`config.mk`:
```
export PLATFORM = sky130hd
export DESIGN_NAME = fiber_bank_requester
export DESIGN_NICKNAME = d
export VERILOG_FILES = /design/src/rtl/fiber_bank_requester.sv
export SDC_FILE = /design/constraint.sdc
export NUM_CORES = 1
export LEC_CHECK = 0
export ABC_AREA = 1
export CORE_UTILIZATION = 52
export CTS_CLUSTER_SIZE = 10
export DETAILED_ROUTE_END_ITERATION = 10
export GPL_TIMING_DRIVEN = 1
export MAX_ROUTING_LAYER = met4
export PLACE_DENSITY = 0.82
export SLEW_MARGIN = 20
export SYNTH_ARGS = -nofsm -noshare
export SYNTH_HDL_FRONTEND = slang
export SYNTH_SLANG_ARGS = --single-unit
```
`constraint.sdc`:
```
create_clock -name i_clk -period 9.2 [get_ports i_clk]
set_input_delay 1.38 -clock i_clk [delete_from_list [all_inputs] [get_ports i_clk]]
set_output_delay 1.38 -clock i_clk [all_outputs]
set_load 0.05 [all_outputs]
```
`src/rtl/fiber_bank_requester.sv`:
```
// Request-side engine for one fiber cache bank: a single-entry request register,
// credit-based admission of data-returning commands, an in-order response FIFO and a drain/flush FSM.
module fiber_bank_requester #(
  parameter int unsigned DATA_WIDTH = 16,
  parameter int unsigned ADDR_WIDTH = 64,
  parameter int unsigned RESP_DEPTH = 8
) (
  input  logic                  i_clk,
  input  logic                  i_reset,
  input  logic                  i_cmd_valid,
  output logic                  o_cmd_ready,
  input  logic [3:0]            i_cmd_type,
  input  logic [ADDR_WIDTH-1:0] i_cmd_addr,
  input  logic [DATA_WIDTH-1:0] i_cmd_data,
  output logic [3:0]            o_request_type,
  output logic [ADDR_WIDTH-1:0] o_addr,
  output logic [DATA_WIDTH-1:0] o_data,
  output logic                  o_data_i_valid,
  input  logic                  i_data_i_ready,
  input  logic [DATA_WIDTH-1:0] i_data_o,
  input  logic                  i_data_o_valid,
  output logic                  o_data_o_ready,
  output logic [DATA_WIDTH-1:0] o_resp_data,
  output logic                  o_resp_valid,
  input  logic                  i_resp_ready,
  input  logic                  i_flush,
  output logic                  o_flush_done,
  output logic                  o_err_illegal
);
  localparam int unsigned PtrW = $clog2(RESP_DEPTH);
  localparam int unsigned CntW = PtrW + 1;
  localparam logic [CntW-1:0] Depth = CntW'(RESP_DEPTH);

  typedef enum logic [1:0] {StIdle, StIssue, StFlush} state_e;

  state_e                state_q;
  logic                  live_q, flush_pending_q, flush_done_q, err_q, req_valid_q;
  logic [3:0]            req_type_q;
  logic [ADDR_WIDTH-1:0] req_addr_q;
  logic [DATA_WIDTH-1:0] req_data_q;
  logic [CntW-1:0]       outstanding_q, outstanding_d, count_q, count_d, credits;
  logic [PtrW-1:0]       wr_ptr_q, rd_ptr_q;
  logic [DATA_WIDTH-1:0] mem_q [RESP_DEPTH];

  logic cmd_legal, cmd_is_data, entry_is_data, credit_ok, cmd_ready;
  logic cmd_accept, cmd_load, bank_hs, resp_push, resp_drop, resp_pop;

  assign cmd_legal     = $onehot(i_cmd_type);
  assign cmd_is_data   = cmd_legal && (i_cmd_type[1] || i_cmd_type[3]);
  assign entry_is_data = req_valid_q && (req_type_q[1] || req_type_q[3]);
  assign bank_hs       = req_valid_q && i_data_i_ready;
  assign resp_push     = i_data_o_valid && live_q && (outstanding_q != '0);
  assign resp_drop     = i_data_o_valid && live_q && (outstanding_q == '0);
  assign resp_pop      = (count_q != '0) && i_resp_ready;

  // A data command held in the entry has already claimed one credit.
  assign credits   = Depth - outstanding_q - count_q;
  assign credit_ok = !cmd_is_data || (credits > {{(CntW-1){1'b0}}, entry_is_data});

  always_comb begin
    cmd_ready = 1'b0;
    case (state_q)
      StIdle:  cmd_ready = live_q && !i_flush && credit_ok;
      StIssue: cmd_ready = i_data_i_ready && !flush_pending_q && credit_ok;
      default: cmd_ready = 1'b0;
    endcase
  end

  assign cmd_accept    = i_cmd_valid && cmd_ready;
  assign cmd_load      = cmd_accept && cmd_legal;
  assign outstanding_d = outstanding_q + CntW'(bank_hs && entry_is_data) - CntW'(resp_push);
  assign count_d       = count_q + CntW'(resp_push) - CntW'(resp_pop);

  always_ff @(posedge i_clk or posedge i_reset) begin
    if (i_reset) begin
      state_q         <= StIdle;
      live_q          <= 1'b0;
      flush_pending_q <= 1'b0;
      flush_done_q    <= 1'b0;
      err_q           <= 1'b0;
      req_valid_q     <= 1'b0;
      req_type_q      <= '0;
      req_addr_q      <= '0;
      req_data_q      <= '0;
    end else begin
      live_q       <= 1'b1;
      flush_done_q <= 1'b0;
      if ((cmd_accept && !cmd_legal) || resp_drop) err_q <= 1'b1;
      case (state_q)
        StIdle: begin
          if (i_flush) begin
            state_q <= StFlush;
          end else if (cmd_load) begin
            state_q     <= StIssue;
            req_valid_q <= 1'b1;
            req_type_q  <= i_cmd_type;
            req_addr_q  <= i_cmd_addr;
            req_data_q  <= i_cmd_data;
          end
        end
        StIssue: begin
          if (i_flush) flush_pending_q <= 1'b1;
          if (bank_hs) begin
            if (cmd_load) begin
              req_type_q <= i_cmd_type;
              req_addr_q <= i_cmd_addr;
              req_data_q <= i_cmd_data;
            end else begin
              req_valid_q     <= 1'b0;
              flush_pending_q <= 1'b0;
              state_q         <= (flush_pending_q || i_flush) ? StFlush : StIdle;
            end
          end
        end
        StFlush: begin
          // Judge on post-edge counts so the pulse lands the cycle right after the last pop.
          if (outstanding_d == '0 && count_d == '0) begin
            flush_done_q <= 1'b1;
            state_q      <= StIdle;
          end
        end
        default: state_q <= StIdle;
      endcase
    end
  end

  always_ff @(posedge i_clk or posedge i_reset) begin
    if (i_reset) begin
      outstanding_q <= '0;
      count_q       <= '0;
      wr_ptr_q      <= '0;
      rd_ptr_q      <= '0;
      for (int i = 0; i < RESP_DEPTH; i++) mem_q[i] <= '0;
    end else begin
      outstanding_q <= outstanding_d;
      count_q       <= count_d;
      if (resp_push) begin
        mem_q[wr_ptr_q] <= i_data_o;
        wr_ptr_q        <= wr_ptr_q + PtrW'(1);
      end
      if (resp_pop) rd_ptr_q <= rd_ptr_q + PtrW'(1);
    end
  end

  assign o_cmd_ready    = cmd_ready;
  assign o_request_type = req_type_q;
  assign o_addr         = req_addr_q;
  assign o_data         = req_data_q;
  assign o_data_i_valid = req_valid_q;
  assign o_data_o_ready = live_q;
  assign o_resp_valid   = (count_q != '0);
  assign o_resp_data    = mem_q[rd_ptr_q];
  assign o_flush_done   = flush_done_q;
  assign o_err_illegal  = err_q;

endmodule

```
==> results.toml <==
[critical_path]
cp_slowest_cell = "clkdlybuf4s50_1"
critPathKind = "in -> out"
endpoint = "o_cmd_ready"
timing.rr.start = "count_q[1]"
r2r-end = "o_request_type[3]"
path_max_fanout = 3
critPathRequiredTime_ns = 7.82
worstPathCellList = "clkdlybuf4s50_1 > inv_1 > fa_1 > inv_1 > ha_1 > ha_1 > nor2_1 > nand2_1 > nor2_1 > a21boi_0 > clkdlybuf4s50_1"
cp.arrival_ns = 4.27
cp_slowest_stage_delay_ns = 0.86
critPathLaunch = "i_cmd_type[0]"
r2r_setup_slack_ns = 5.90
cp-start-kind = "primary input"
r2r_cells = 15
cp-end-kind = "output pin"

[synthesis]
syn_area_sq_um = 10300
yosys_warnings = 0
synth.distinct_cells = 29
synthCells = 1207
ys_seq_area_share_pct = 56.6
ys_seq_elements = 233
syn_nets = 1337
syn_area_per_cell_sq_um = 8.53

[detailed_routing]
antenna_left = 0
drc = 0
post_drt_wl_per_cell_microns = 15.7
vias = 8711
viasPerCell = 5.25
firstDrtPassIters = 4
drt_iter0_markers = 501
routed_wl_mm = 26.0

[finish]
antennaDiodeCount = 0
drive_gt1_share_pct = 4.01
area_growth_pct = 28.1
multi_input_area_sq_um = 3850
nNetsFinal = 1523
ff_latch_area_sq_um = 5830
fin_cells = 1660
fillCellCount = 1531

[pwr]
powerDensity_nw_per_um2 = 408
power_frac_comb_pct = 50.6
p_int_w = 0.00292
ir_worst_vdd_mv = 0.244
pwr-share-seq_pct = 32.8
switchingPower_w = 0.00246
netSwitchingFraction_pct = 45.8
leakagePower_nw = 6.46
clkPwrFrac_pct = 16.7

[cts]
cts_buffer_depth = 3
cts.repair.resized = 0
numCtsBuffers = 27
htree_levels = 1
hold_buffers = 0
cts_num_sinks = 233
cts-root-buf = "clkbuf_16"
cts_tree = "yes"
clk_pin_slew_worst_paths_ns = 0.05
clock_latency_ns = 0.53
post_cts_buffers = 0

[sta]
slew_violations = 0
setup_tns_ns = 0
max_freq_mhz = 177
finalSetupViolCount = 0
relSlewSlack_pct = 34.1
hold_viol = 0
finalCritPeriodShare_pct = 61.5
min_period_ns = 5.65
tightest_slew_ns = 0.986
finClkSkew_ns = 0.0124
worst_hold_slack_ns = 0.465
rsz0062_at_grt = "no"

[job]
cap_violations = 0

[outcome]
status = "finished clean"

[die]
die-area_sq_um = 20400
core_area_sq_um = 19500
die_y_microns = 143
rows = 51
die_width_microns = 143
initial_core_util_pct = 52.9
num_io_pins = 213

[placement]
io_buffers = 212
place_inst = 1629
dp_hpwl_mm = 16.3
gp_congestion = 0.827

[grt]
grt_pass1_wl_mm = 42.7
grtUsageTotal_pct = 27.5
grt_max_degree = 127
grt_pass1_vias = 8771
antenna_found_initial = 0
overflow = 0

[worst_hold_path]
hold_path_class = "reg -> reg"
[cells in the final DEF (no fill, tap or decap), drive strengths merged]
| cell | instances |
|---|---|
| buf | 11 |
| xor2 | 4 |
| nand4 | 10 |
| conb | 1 |
| clkbuf | 30 |
| o22ai | 16 |
| nand3b | 1 |
| fa | 4 |
| or2 | 2 |
| o211ai | 1 |
| nor2 | 126 |
| nor3 | 2 |
| nand2 | 420 |
| a31oi | 16 |
| a21oi | 3 |
| inv | 69 |
| o21a | 1 |
| xnor2 | 1 |
| clkinvlp | 1 |
| dfrtp | 233 |
| a21boi | 1 |
| clkdlybuf4s50 | 212 |
| clkinv | 1 |
| nand3 | 13 |
| o21ai | 197 |
| ha | 19 |
[power groups by stage]
stage          clock, W  sequential (W)  combinational [W]
3_5_place_dp          0         0.00177            0.00271
2_1_floorplan         0         0.00231            0.00129
3_3_place_gp          0         0.00175            0.00265
5_1_grt        0.000950         0.00182            0.00295
6_report       0.000896         0.00176            0.00272
4_1_cts        0.000908         0.00176            0.00273
[metal layers]
metal	vias to the layer above	wire length, microns	track usage [%]
met3	66	1530	4.09
li1	4200	-	-
met1	4144	10600	33.7
met4	0	787	9.51
met5	-	0	-
met2	301	13000	46.5
[registers in the layout, summed over array words and instances, names as in the netlist]
register         flops
count_q              4
o_addr              64
o_data_o_ready       1
o_request_type       4
state_q              2
mem_q              128
o_err_illegal        1
flush_pending_q      1
wr_ptr_q             3
o_data              16
o_flush_done         1
rd_ptr_q             3
o_data_i_valid       1
outstanding_q        4
[layout make-up]
cell class                 instances  share of cell area, %
tap                              265                   2.51
clock inverter                     1                 0.0569
multi-input combinational        838                   29.2
clock buffer                      30                   5.21
sequential                       233                   44.2
inverter                          70                   2.05
timing repair buffer             223                   16.7
[worst min path at each step]
stage                     from         end  slack, ns  cells after the start
floorplan           mem_q[100]  mem_q[100]       0.45                      2
global route        o_data[11]  o_data[11]       0.49                      2
detailed placement  o_addr[24]  o_addr[24]       0.46                      2
finish              o_addr[24]  o_addr[24]       0.46                      2
global placement     o_addr[9]   o_addr[9]       0.45                      2
CTS                 o_data[15]  o_data[15]       0.47                      2
[synthesized netlist by cell type]
library cell  count  area share (%)
buf_1             3            0.11
clkbuf_1         49             1.8
nand3b_1          1           0.073
inv_2             4            0.15
dfrtp_1         233              57
ha_1             19             2.3
nor2_1          124             4.5
nor3_1            2           0.097
nand2_1         420              15
o21ai_0         193             9.4
nor2_2            1           0.061
xnor2_1           1           0.085
buf_6            14             1.5
inv_1            66             2.4
nand3_1          13            0.63
a21boi_0          1           0.073
fa_1              4            0.78
o21ai_1           4            0.19
o21a_1            1           0.073
o211ai_1          1           0.073
nor2_4            1            0.11
conb_1            1           0.036
nand4_1           3            0.18
or2_2             2            0.12
nand4_2           7            0.85
xor2_1            4            0.34
a31oi_1          16            0.97
a21oi_1           3            0.15
o22ai_1          16            0.97
[logic make-up after synthesis]
| family | synth area share [%] |
|---|---|
| adder cells (fa/ha/maj) | 3.09 |
| XOR/XNOR | 0.425 |
| AO/OA/AOI/OAI | 11.9 |
| flip-flops | 56.6 |
| AND/OR/NAND/NOR | 22.0 |
| buffers and inverters | 5.98 |
| other | 0.0364 |
[through the flow]
stage | setup slack [ns] | util, % | instance area (sq um) | total power [W]
floorplan | 1.43 | - | 10300 | 0.00360
global placement | 3.66 | 64.2 | 12500 | 0.00440
detailed placement | 3.60 | 64.2 | 12500 | 0.00448
CTS | 3.56 | 67.8 | 13200 | 0.00540
global route | 3.43 | 67.8 | 13200 | 0.00571
finish | 3.55 | 67.8 | 13200 | 0.00538
[worst max-delay path: cells and delay by family]
kind                       cells  cell delay [ns]
adders and majority gates      3             1.00
and+or+nand+nor                3             0.20
buffers and inverters          4             1.47
AOI/OAI and AO/OA              1             0.23
Note: power is estimated with default switching activity, not from simulation.
==> RTL change 1: new RTL, config.mk and constraints unchanged <==
The parameter `RESP_DEPTH` goes from 8 to 4.
--- a/src/rtl/fiber_bank_requester.sv
+++ b/src/rtl/fiber_bank_requester.sv
@@ -5,3 +5,3 @@
   parameter int unsigned ADDR_WIDTH = 64,
-  parameter int unsigned RESP_DEPTH = 8
+  parameter int unsigned RESP_DEPTH = 4
 ) (
Function: no difference found for any inputs over 4 cycles, from zero or initial values and one cycle with i_reset high; that may be too few to reach the edited logic, so the function may still have changed.
==> RTL change 1 against the unedited design <==
Cell count shrank 27%; routed wire length shrank 30%; worst setup slack better by 0.073 ns; combinational power is 65% lower; total power fell by 50%; via count shrank 31%; cell area decreased by 25%; clock skew fell by 0.0047 ns; worst hold slack improved by 0.0044 ns; synthesized area fell by 32%; sequential power down 44%; sequential cell count down 68.
==> RTL change 1: results (changes against the unedited design) <==
syn nets=946 (-29%); CP Data Arrival Time=4.20 ns (-0.07 ns); WL met1=7090 um (-33%); reg2reg end=o_addr[21]$_DFFE_PP0P_; Worst Tran Pin Value=1.01 ns (+0.0285 ns); Top Layer Used=met4; status=completed; vias in the first global route=6134 (-30%); Post-synth ARST share=100% (unchanged); CP endpoint=o_cmd_ready; placed cell count=1177 (-28%); Seq/Total Area, Yosys=58.6% (+2.0 points); root buffer cell=clkbuf_16; synth unique cells=26 (-10%); first-pass GRT wire length=29900 um (-30%); reg2reg start=outstanding_q[1]$_DFF_PP0_; share of cells above drive strength 1=3.97% (-0.045 points); met3 routed WL=1330 um (-13%); Period Utilization, post-route=60.7% (-0.80 points); CP max FO=3 (unchanged); Via density=4.99 (-5.0%); Inserted Diodes=0 (unchanged); Final Net Count=1144 (-25%); largest net degree at the start of global routing=88 (-31%); All-Layer GR Usage=28.5% (+1.0 points); IO buf count=212 (unchanged); worst hold-check path type=flop to flop; post_cts resized=0 (unchanged); Post-Route Skew=0.00764 ns (-0.00473 ns); First-pass DRT Iterations=4 (unchanged); pre-CTS WS=3.62 ns (+0.0264 ns); filler cell count=973 (-36%); initial antenna violation count=0 (unchanged); Setup Fix Bufs, Post-CTS=0 (unchanged); Clock Path Buffers=2 (-1); mux contribution to synthesized area=0% (unchanged); synth top area cells=dfrtp_1 59%, nand2_1 19%, o21ai_0 7.2%; final wirelength=18100 um (-30%); H-tree depth=4 (+3); Synth Area in XOR/XNOR=0.622% (+0.20 points); DR iter-0 viols=402 (-20%); Post-Synth Adder-Cell Area=3.34% (+0.25 points); commonest cells in the netlist=349 x nand2_1, 165 x dfrtp_1, 102 x o21ai_0, 61 x inv_1, 45 x nor2_1; final setup vio count=0 (unchanged); WL met2=8800 um (-33%); LEAKAGE=4.96 nW (-23%); Reg2Reg Setup Slack=5.69 ns (-0.21 ns); complex-gate fraction of the synthesized area=9.17% (-2.7 points); clk_lat worst skew=0.42 ns (-0.11 ns); post-place instance area=0.00926 mm2 (-26%); synthesized instance count=822 (-32%); gpl congestion=0.859 (+3.9%); dpl hpwl=11900 um (-27%); Yosys Warn Count=0 (unchanged); total CTS buffers=17 (-37%); VDD IR-drop max=0.000133 V (-46%); post-DR wirelength/cell=14.9 um (-4.6%); R2R depth=16 (+1)
-- RTL change 1: changes by cell type in the layout (fill, tap and decap cells not counted), sizes merged, moves of 5 or more --
cell | before | now
clkbuf | 30 | 18
dfrtp | 233 | 165
nand2 | 420 | 349
o21ai | 197 | 103
a31oi | 16 | 0
nand3 | 13 | 6
buf | 11 | 4
nor2 | 126 | 47
ha | 19 | 14
nand4 | 10 | 4
-- RTL change 1: cell families after synthesis --
family	count (synthesis)
AOI/OAI and AO/OA	124
xor gates and xnor gates	5
adders and majority gates	17
buffers and inverters	100
DFF	165
other	1
and+or+nand+nor	410
-- RTL change 1: worst min path at each step --
stage / depth (start not counted) / from / slack [ns] / endpoint
final: 2 / o_data[10]$_DFFE_PP0P_ / 0.47 / o_data[10]$_DFFE_PP0P_
after global routing: 2 / o_addr[51]$_DFFE_PP0P_ / 0.48 / o_addr[51]$_DFFE_PP0P_
after CTS: 2 / o_addr[32]$_DFFE_PP0P_ / 0.47 / o_addr[32]$_DFFE_PP0P_
after detailed placement: 2 / o_data[8]$_DFFE_PP0P_ / 0.46 / o_data[8]$_DFFE_PP0P_
after global placement: 2 / o_addr[56]$_DFFE_PP0P_ / 0.45 / o_addr[56]$_DFFE_PP0P_
after floorplan: 2 / mem_q[16]$_DFFE_PP0P_ / 0.45 / mem_q[16]$_DFFE_PP0P_
-- RTL change 1: worst max-delay path: stages --
cell and delay, ns:
clkdlybuf4s50_1 0.45, inv_1 0.06, fa_1 0.53, inv_1 0.05
ha_1 0.18, ha_1 0.27, nor2_1 0.04, nand2_1 0.08
nor2_1 0.07, a21oi_1 0.24, clkdlybuf4s50_1 0.85
-- RTL change 1: layer usage --
metal  GRT usage [%]  up-vias
met5               -        -
met4            16.0        0
met3            9.17       47
met2            45.4      200
met1            31.8     2825
li1                -     2958
-- RTL change 1: power breakdown --
part / leakage, nW / internal, mW / switching [mW]
logic: 2.49 / 0.346 / 0.606
registers: 2.17 / 0.884 / 0.104
clock network: 0.295 / 0.458 / 0.296
-- RTL change 1: layout make-up --
type	instances	area, um2	area share [%]
Timing Repair Buffer	216	2160	21.8
Inverter	63	241	2.44
Multi-Input combinational cell	557	2520	25.4
Clock inverter	14	201	2.04
Sequential cell	165	4130	41.7
Tap cell	176	220	2.23
Clock buffer	18	429	4.34
==> RTL change 2: new RTL, same flow settings <==
Without the edit above. Make the reset (`i_reset`) synchronous in 2 clocked blocks.
--- a/src/rtl/fiber_bank_requester.sv
+++ b/src/rtl/fiber_bank_requester.sv
@@ -73,3 +73,3 @@
 
-  always_ff @(posedge i_clk or posedge i_reset) begin
+  always_ff @(posedge i_clk) begin
     if (i_reset) begin
@@ -126,3 +126,3 @@
 
-  always_ff @(posedge i_clk or posedge i_reset) begin
+  always_ff @(posedge i_clk) begin
     if (i_reset) begin
Formal check against the unedited RTL: differs if i_reset is asserted again (counterexample within 4 cycles, from zero or initial values and one cycle with i_reset high); with i_reset held inactive, the same outputs for 4 cycles.
==> RTL change 2 against the unedited design <==
Register-to-register slack better by 0.06 ns; worst setup slack better by 0.026 ns; sequential share of layout area rose by 1.4 points; routed wire length is 4.7% higher; core utilization increased by 1.5 points; maximum frequency rose by 0.47%; synthesized area down 0.51%; cell area down 0.12%; sequential cell count rose by 3; count of clock-buffer cells in the layout increased by 15; critical path type unchanged; worst hold slack got worse by 0.012 ns; largest cell class unchanged.
Power is not compared: it rests on default switching activity, and its combinational part moved more than twofold at a synthesized area within 25%.
==> RTL change 2: results (changes against the unedited design) <==
Synth Area in XOR/XNOR=0.171% (-0.25 points); CP Data Arrival Time=4.25 ns (-0.02 ns); Post-synth EDFFs=128 (+128); gpl congestion=0.841 (+1.7%); synth top area cells=edfxtp_1 38%, dfxtp_1 21%, nor2_1 13%; commonest cells in the netlist=346 x nor2_1, 138 x o21ai_0, 128 x edfxtp_1, 108 x dfxtp_1, 82 x nor3_1; DR iter-0 viols=664 (+33%); status=completed; Post-Route Skew=0.0165 ns (+0.00410 ns); dpl hpwl=16800 um (+3.4%); syn nets=1253 (-6.3%); Post-synth top flop=edfxtp_1; final wirelength=27200 um (+4.7%); CP max FO=3 (unchanged); filler cell count=1435 (-6.3%); Final Net Count=1429 (-6.2%); synth unique cells=37 (+28%); share of cells above drive strength 1=4.26% (+0.24 points); Rel. slew slack=28.5% (-5.6 points); complex-gate fraction of the synthesized area=10.8% (-1.1 points); Via density=5.46 (+4.1%); largest net degree at the start of global routing=94 (-26%); All-Layer GR Usage=28.2% (+0.70 points); first-pass GRT wire length=43100 um (+1.1%); Seq/Total Area, Yosys=58.6% (+2.0 points); Post-Synth Adder-Cell Area=3.10% (+0.016 points); vias in the first global route=8435 (-3.8%); Post-synth ARST share=0% (-100 points)
## RTL change 2: layer usage
metal | wire (um) | share of wire (%) | track usage (%) | up-vias
met5 | 0 | 0 | - | -
met4 | 612 | 2.3 | 7.58 | 0
met3 | 2320 | 8.5 | 6.86 | 50
met2 | 13300 | 49 | 46.7 | 365
met1 | 10900 | 40 | 34.3 | 4067
li1 | - | - | - | 4128
## RTL change 2: cell type report
type | instances | share of cell area [%]
Inverter | 74 | 2.11
Multi-Input combinational cell | 742 | 27.7
Clock inverter | 1 | 0.0665
Timing Repair Buffer | 218 | 16.5
Sequential cell | 236 | 45.6
Clock buffer | 45 | 5.64
Tap cell | 260 | 2.47
## RTL change 2: path summary, 6_finish.rpt
kind | to | cells past startpoint | slack, ns | start
hold reg to reg | rd_ptr_q[2]$_SDFFE_PP0P_ | 1 | 0.45 | rd_ptr_q[2]$_SDFFE_PP0P_
setup reg to reg | flush_pending_q$_SDFFE_PP0P_ | 17 | 5.96 | count_q[1]$_SDFF_PP0_
setup / recovery | o_cmd_ready | 11 | 3.57 | i_cmd_type[0]
hold / removal | rd_ptr_q[2]$_SDFFE_PP0P_ | 1 | 0.45 | rd_ptr_q[2]$_SDFFE_PP0P_
## RTL change 2: per-stage QoR
step,setup WS [ns],cells,hold slack [ns],cell area [um2],utilization [%]
3_3_place_gp,3.65,1530,0.428,12400,65.3
2_1_floorplan,4.39,1123,0.412,10200,-
5_1_grt,3.44,1576,0.491,13200,69.3
6_report,3.57,1576,0.453,13200,69.3
4_1_cts,3.57,1576,0.446,13200,69.3
3_5_place_dp,3.58,1530,0.436,12400,65.3
## RTL change 2: report_power, final
part / internal [mW] / switching [mW]
clock: 0.543 / 0.397
sequential: 1.18 / 0.0373
combinational: 0.352 / 0.720
